<file path="config.mk">
export PLATFORM = sky130hd
export DESIGN_NAME = distribution_arbiter
export DESIGN_NICKNAME = d
export VERILOG_FILES = /design/src/rtl/distribution_arbiter.sv
export SDC_FILE = /design/constraint.sdc
export NUM_CORES = 1
export LEC_CHECK = 0
export ABC_CLOCK_PERIOD_IN_PS = 3700
export CORE_AREA = 2 2 241 243
export CTS_BUF_LIST = sky130_fd_sc_hd__clkbuf_2 sky130_fd_sc_hd__clkbuf_4 sky130_fd_sc_hd__clkbuf_8
export DETAILED_ROUTE_END_ITERATION = 8
export DIE_AREA = 0 0 243 245
export GPL_TIMING_DRIVEN = 1
export SYNTH_ARGS = -nofsm -noshare
export SYNTH_HDL_FRONTEND = slang
export SYNTH_SLANG_ARGS = --single-unit
</file>
<file path="constraint.sdc">
create_clock -name clk -period 3.7 [get_ports clk]
set_input_delay 0.74 -clock clk [delete_from_list [all_inputs] [get_ports clk]]
set_output_delay 0.74 -clock clk [all_outputs]
set_load 0.05 [all_outputs]
</file>
<file path="src/rtl/distribution_arbiter.sv">
// distribution_arbiter
// Round-robin arbiter and sequencer sharing the single distribution-unit (DU)
// fetch path between the core execute stage (port 0) and the debug/DMA port
// (port 1). One fetch is in flight at a time. The DU stall handshake is
// followed to completion, and a watchdog aborts fetches whose handshake never
// finishes. Every output comes straight from a register.
module distribution_arbiter #(
    parameter int TIMEOUT = 64
) (
    input  logic         clk,
    input  logic         reset,
    input  logic         req0,
    input  logic         req1,
    input  logic [31:0]  addr0,
    input  logic [31:0]  addr1,
    output logic         ack0,
    output logic         ack1,
    output logic [255:0] rsp_data,
    output logic         rsp_err,
    output logic         du_ctrl,
    output logic [31:0]  du_rs1,
    input  logic         du_stall,
    input  logic [255:0] du_result,
    output logic         busy
);

    typedef enum logic [1:0] {
        ST_IDLE      = 2'd0,
        ST_WAIT_BUSY = 2'd1,
        ST_WAIT_DONE = 2'd2,
        ST_RESP      = 2'd3
    } state_t;

    // Last timer value before the watchdog fires; the timer is 8 bits wide,
    // and TIMEOUT is limited to 2..255, so the timer never wraps.
    localparam logic [7:0] TIMEOUT_M1 = 8'(TIMEOUT - 1);

    state_t         state_r;
    state_t         state_s;
    logic [7:0]     timer_r;
    logic [7:0]     timer_s;
    logic           grant_r;
    logic           grant_s;
    logic           last_grant_r;
    logic           last_grant_s;
    logic           pick_s;
    logic           ack0_r;
    logic           ack0_s;
    logic           ack1_r;
    logic           ack1_s;
    logic [255:0]   rsp_data_r;
    logic [255:0]   rsp_data_s;
    logic           rsp_err_r;
    logic           rsp_err_s;
    logic           du_ctrl_r;
    logic           du_ctrl_s;
    logic [31:0]    du_rs1_r;
    logic [31:0]    du_rs1_s;
    logic           busy_r;
    logic           busy_s;

    // Next-state, arbitration, watchdog and next-output decode.
    always_comb begin
        state_s      = state_r;
        timer_s      = timer_r;
        grant_s      = grant_r;
        last_grant_s = last_grant_r;
        ack0_s       = 1'b0;
        ack1_s       = 1'b0;
        rsp_data_s   = rsp_data_r;
        rsp_err_s    = rsp_err_r;
        du_ctrl_s    = 1'b0;
        du_rs1_s     = du_rs1_r;

        // Round-robin choice: on contention take the port not served last.
        if (req0 && req1) begin
            pick_s = ~last_grant_r;
        end else if (req1) begin
            pick_s = 1'b1;
        end else begin
            pick_s = 1'b0;
        end

        case (state_r)
            ST_IDLE: begin
                if (req0 || req1) begin
                    grant_s      = pick_s;
                    last_grant_s = pick_s;
                    du_rs1_s     = pick_s ? addr1 : addr0;
                    du_ctrl_s    = 1'b1;
                    timer_s      = 8'd0;
                    state_s      = ST_WAIT_BUSY;
                end else begin
                    state_s      = ST_IDLE;
                end
            end
            ST_WAIT_BUSY: begin
                if (du_stall) begin
                    timer_s = 8'd0;
                    state_s = ST_WAIT_DONE;
                end else if (timer_r == TIMEOUT_M1) begin
                    rsp_data_s = 256'd0;
                    rsp_err_s  = 1'b1;
                    ack0_s     = ~grant_r;
                    ack1_s     = grant_r;
                    timer_s    = 8'd0;
                    state_s    = ST_RESP;
                end else begin
                    timer_s = timer_r + 8'd1;
                end
            end
            ST_WAIT_DONE: begin
                if (!du_stall) begin
                    // The ack is raised together with the data so both
                    // appear in the same cycle while in RESP.
                    rsp_data_s = du_result;
                    rsp_err_s  = 1'b0;
                    ack0_s     = ~grant_r;
                    ack1_s     = grant_r;
                    timer_s    = 8'd0;
                    state_s    = ST_RESP;
                end else if (timer_r == TIMEOUT_M1) begin
                    rsp_data_s = 256'd0;
                    rsp_err_s  = 1'b1;
                    ack0_s     = ~grant_r;
                    ack1_s     = grant_r;
                    timer_s    = 8'd0;
                    state_s    = ST_RESP;
                end else begin
                    timer_s = timer_r + 8'd1;
                end
            end
            ST_RESP: begin
                timer_s = 8'd0;
                state_s = ST_IDLE;
            end
            default: begin
                timer_s = 8'd0;
                state_s = ST_IDLE;
            end
        endcase

        busy_s = (state_s != ST_IDLE);
    end

    // State and output registers with synchronous reset.
    always_ff @(posedge clk) begin
        if (reset) begin
            state_r      <= ST_IDLE;
            timer_r      <= 8'd0;
            grant_r      <= 1'b0;
            last_grant_r <= 1'b1;
            ack0_r       <= 1'b0;
            ack1_r       <= 1'b0;
            rsp_data_r   <= 256'd0;
            rsp_err_r    <= 1'b0;
            du_ctrl_r    <= 1'b0;
            du_rs1_r     <= 32'd0;
            busy_r       <= 1'b0;
        end else begin
            state_r      <= state_s;
            timer_r      <= timer_s;
            grant_r      <= grant_s;
            last_grant_r <= last_grant_s;
            ack0_r       <= ack0_s;
            ack1_r       <= ack1_s;
            rsp_data_r   <= rsp_data_s;
            rsp_err_r    <= rsp_err_s;
            du_ctrl_r    <= du_ctrl_s;
            du_rs1_r     <= du_rs1_s;
            busy_r       <= busy_s;
        end
    end

    assign ack0     = ack0_r;
    assign ack1     = ack1_r;
    assign rsp_data = rsp_data_r;
    assign rsp_err  = rsp_err_r;
    assign du_ctrl  = du_ctrl_r;
    assign du_rs1   = du_rs1_r;
    assign busy     = busy_r;

endmodule

</file>
==> results of run 1 <==
-- cell type report --
cell class	instances	area (um^2)	area share
Clock buffer	86	1090	0.05937
Sequential cell	305	6106	0.3327
Clock inverter	10	145.1	0.007907
Multi-Input combinational cell	506	3633	0.1980
Tap cell	765	957.2	0.05215
Timing Repair Buffer	636	6401	0.3487
Inverter	6	22.52	0.001227
-- registers in the layout, summed over array words and instances (netlist names) --
signal / cells
ack0: 1
ack1: 1
busy: 1
du_ctrl: 1
du_rs1: 32
grant_r: 1
last_grant_r: 1
rsp_data: 256
rsp_err: 1
state_r: 2
timer_r: 8
-- metal layers --
metal	up-vias	share of wire	track usage
met1	4444	0.37	0.1431
met5	-	0.0017	0
met4	12	0.048	0.07055
met3	100	0.093	0.05314
li1	4539	-	-
met2	467	0.48	0.2287
-- cell families (layout without fill, tap and decap cells) --
kind of cell,Yosys count,after routing
compound gates,308,308
flops,305,305
simple gates,156,156
buf+inv,84,738
mux,32,32
fa+ha+maj,5,5
xor+xnor,5,5
-- per-stage QoR --
stage | setup slack, ns | utilization
5_1_grt | 0.8604 | 0.3218
3_3_place_gp | 0.8295 | 0.3002
6_report | 0.9717 | 0.3218
4_1_cts | 0.8665 | 0.3218
2_1_floorplan | 1.679 | -
3_5_place_dp | 0.7674 | 0.3002
-- where the power goes --
part	internal (uW)	switching, uW	total, uW
Clock	2080	1450	3520
Combinational	544	606	1150
Sequential	3370	48.6	3420
-- cell usage in the layout (no fill, tap or decap), drive strengths merged, types with 2 or more instances in the layout --
cell and instances:
ha 5, clkinvlp 2, buf 20, inv 6, a211oi 32, nand4 2
bufinv 3, or3b 2, nor4b 2, xnor2 4, clkinv 5, clkdlybuf4s50 616
nor3b 3, dfxtp 305, nand3 2, nor2 45, nor2b 3, nor4 4
a22o 217, o21ai 3, clkbuf 86, nand2 82, mux2i 32, nand3b 2
a22oi 2, nand2b 2, nor3 3, o41ai 2, a21o 2, a21oi 42
-- final timing paths --
path,start,slack (ns),end,cells after the start
max reg2reg,state_r[1],1.37,rsp_data[198],7
max,rsp_data[19],0.97,rsp_data[19],1
min reg2reg,rsp_data[215],0.45,rsp_data[215],2
min,rsp_data[215],0.45,rsp_data[215],2
==> flow_summary.yaml, run 1 <==
outcome:
  status: "finished, final reports clean"
setup_path:
  cpPeakStageDelay_ns: 1.02
  worstSetupStartpointType: "register"
  worstSetupPathType: "register to primary output"
  end_kind: "primary output"
  worstPathCellList: "clkdlybuf4s50_1"
  worstPathRequired_ns: 2.96
  cp_top_family: "buffers and inverters"
  worstPathArrival_ns: 1.99
  slowest_stage: "clkdlybuf4s50_1"
  path_buf_inv: 1
  cp_max_fo: 2
sta:
  finalSetupViolations: 0
  max_slew_margin: 0.2803
  slew_viol_final: 0
  rsz0062_at_grt: "false"
  period_needed_ns: 2.728
  tightest_slew_ns: 1.080
  skew_ns: 0.02416
  timing.fmax_mhz: 366.5
  min_period_over_period: 0.7374
  hold_viol: 0
  finalSetupTns_ns: 0
  holdWs_ns: 0.4549
clocking:
  cts_tree: "built"
  post_cts_buffers: 0
  root_buffer: "clkbuf_8"
  cts_sinks: 305
  cts_resized: 0
  cts-hold-fix-buffers: 0
  clockBufferDepth: 3
  numCtsBuffers: 55
  clk-insertion-delay-late_ns: 0.62
  clk_pin_slew_ns: 0.06
  htreeDepth: 2
layout:
  stdcell_area_um2: 18360
  diodes: 0
  syn_to_final_growth_pct: 81.22
  nets: 1840
  layout-drive-gt1-share: 0.08199
  fin_cells: 2314
  num-fill-cells: 5853
routing:
  drtPass1Iterations: 5
  wirelength_mm: 42.18
  postRouteAntennaNets: 0
  vias: 9562
  drc: 0
  wl_per_cell_um: 18.23
  drt-initial-drc-count: 360
  viasPerCell: 4.132
yosys:
  ys.flop_type: "dfxtp_1"
  synthArstFlopShare: 0
  muxShareOfSynthArea: 0.03162
  synthXorXnorAreaFrac: 0.004324
  synth_top_area_share: 0.6028
  ys_seq_area_frac: 0.6028
  ys_types: 46
  synth_enable_flop_cells: 0
  syn_nets: 1225
  synth_top_family_by_area: "compound AO/OA/AOI/OAI gates"
  yosysTopAreaCell: "dfxtp_1"
  synthesis.area_um2: 10130
  synth_common_cells: "dfxtp_1, a22o_1, nand2_1"
  synth_compound_area_frac: 0.2453
  synth-adder-area-share: 0.006177
  synth_cells: 895
  syn_avg_cell_area_um2: 11.32
  yosys_warnings: 0
  synth_area_leaders: "dfxtp_1, a22o_1, mux2i_1"
  synth_simple_gate_area_frac: 0.06733
  synth_seq_cells: 305
  yosysMostFrequentCell: "dfxtp_1"
pwr:
  leakage_uw: 0.006690
  power_per_cell_area_nw_per_um2: 441.0
  power_uw: 8094
  irDropWorstVdd_uv: 241.0
grt:
  grt_pass1_vias: 9875
  grt_pass1_wl_mm: 61.32
  grt_usage: 0.1341
  grt_overflow_total: 0
  antenna_found_initial: 6
  grt_max_degree: 65
die:
  core_region_area_um2: 57030
  dieArea_um2: 59540
  die_h_um: 245
  initial_core_util: 0.1776
  die-width_um: 243
  rows: 88
  ios: 618
placed_design:
  port_buffers: 617
  dp.cells: 2218
  dp_hpwl_mm: 31.47
  gp_congestion: 0.8723
  dpl_cell_area_um2: 17120
min_path:
  hold_path_class: "register to register"
job:
  maxCapViolations: 0
Power figures use the tool's default switching activity.
==> run 2: changes to the inputs <==
ABC_CLOCK_PERIOD_IN_PS = 2800   (was 3700)
CORE_AREA = 2 2 243 245   (was 2 2 241 243)
DIE_AREA = 0 0 245 247   (was 0 0 243 245)
clock period = 2.8 ns   (was 3.7 ns; I/O delays follow)
==> flow_summary.yaml, run 2 (synthesis gave the netlist of run 1 again) <==
sta:
  layout_setup_ws_ns: 0.2483
  finalSetupViolations: 0
  timing.fmax_mhz: 391.9
  holdWs_ns: 0.2675
  slew_viol_final: 0
  skew_ns: 0.04271
  hold_viol: 0
  period_needed_ns: 2.552
  finalSetupTns_ns: 0
  min_period_over_period: 0.9113
  tightest_slew_ns: 0.7672
  max_slew_margin: 0.4869
  rsz0062_at_grt: "false"
routing:
  wirelength_mm: 42.29
  wl_per_cell_um: 18.10
  wl_met1_mm: 16.15
  drtPass1Iterations: 4
  top_layer: "met5"
  postRouteAntennaNets: 0
  vias: 9620
  viasPerCell: 4.118
  met3_length_mm: 4.802
  drt-initial-drc-count: 315
  met2_wirelength_mm: 19.92
  drc: 0
setup_path:
  worstPathArrival_ns: 1.99
  worstPathCellList: "clkdlybuf4s50_1"
  critical_path_depth: 1
  worstSetupStartpointType: "register"
  reg2regPathDepth: 7
  worstPathRequired_ns: 2.24
  cp_max_fo: 2
  cp_top_family: "buffers and inverters"
  cpPeakStageDelay_ns: 1.00
  worstSetupPathType: "register to primary output"
  path_buf_inv: 1
  end_kind: "primary output"
  slowest_stage: "clkdlybuf4s50_1"
clocking:
  htreeDepth: 2
  clk_pin_slew_ns: 0.06
  numCtsBuffers: 55
  clockBufferDepth: 3
  cts_sinks: 305
  clk-insertion-delay-late_ns: 0.65
  root_buffer: "clkbuf_8"
  post_cts_buffers: 0
  cts_tree: "built"
  cts_resized: 0
  cts-hold-fix-buffers: 0
die:
  initial_core_util: 0.1739
  dieArea_um2: 60520
  ios: 618
  rows: 89
  die-width_um: 245
  core_region_area_um2: 58240
  die_h_um: 247
layout:
  largest_reg_flops: 256
  final_common_cell: "clkdlybuf4s50_1"
  mostFrequentLayoutCells: "clkdlybuf4s50_1, dfxtp_1, a22o_1"
  fin_cells: 2336
  nets: 1849
  layout-drive-gt1-share: 0.08724
  syn_to_final_growth_pct: 81.72
  num-fill-cells: 5910
placed_design:
  dp_hpwl_mm: 31.66
  port_buffers: 617
  gp_congestion: 0.8331
  pre_cts_slack_ns: 0.2193
  dp.cells: 2235
pwr:
  power_uw: 10480
  power_per_cell_area_nw_per_um2: 569.4
  irDropWorstVdd_uv: 294.2
  leakage_uw: 0.006733
grt:
  grt_max_degree: 65
  grt_pass1_wl_mm: 60.30
  grt_pass1_vias: 9694
  grt_usage: 0.1312
  antenna_found_initial: 11
  grt_overflow_total: 0
outcome:
  status: "finished, final reports clean"
min_path:
  min_path_cells: 2
  hold_path_class: "input port to register"
job:
  maxCapViolations: 0
run 2: cell count changes in the layout (fill, tap and decap cells not counted), sizes merged:
| cell | delta |
|---|---|
| clkinv | +5 |
| clkinvlp | -2 |
| diode | +4 |
| buf | +9 |
| bufinv | -2 |
| inv | +3 |
| clkbuf | -3 |
run 2: worst paths after layout:
path	start	end	slack, ns
worst max-delay path	rsp_data[181]	rsp_data[181]	0.25
worst min-delay path	reset	rsp_err	0.27
worst max register to register	state_r[0]	rsp_data[89]	0.60
worst min register to register	rsp_data[247]	rsp_data[247]	0.46
run 2: layer usage:
metal  vias to the layer above  global-route usage
met4                        14             0.05111
met1                      4499              0.1429
met2                       452              0.2200
met3                        81             0.06251
met5                         -                   0
li1                       4574                   -
run 2: power breakdown:
part           total [uW]  internal (uW)  switching [uW]
clock                4420           2470            1950
combinational        1540            742             798
sequential           4520           4460            63.4
total               10500           7670            2810
run 2: through the flow:
step / utilization / cell area [um^2]
6_report: 0.3160 / 18410
5_1_grt: 0.3159 / 18400
4_1_cts: 0.3159 / 18400
3_5_place_dp: 0.2960 / 17240
3_3_place_gp: 0.2960 / 17240
2_1_floorplan: - / 10130
run 2: area by class of cell:
class                   instances  area, um^2  area share
diodes                          4       10.01   0.0005438
clock inverters                14       118.9    0.006458
inverters                       6       22.52    0.001224
flip-flops and latches        305        6106      0.3317
repair buffers                645        6519      0.3542
multi-input cells             506        3626      0.1970
clock buffers                  83        1036     0.05629
well taps                     773       967.2     0.05255
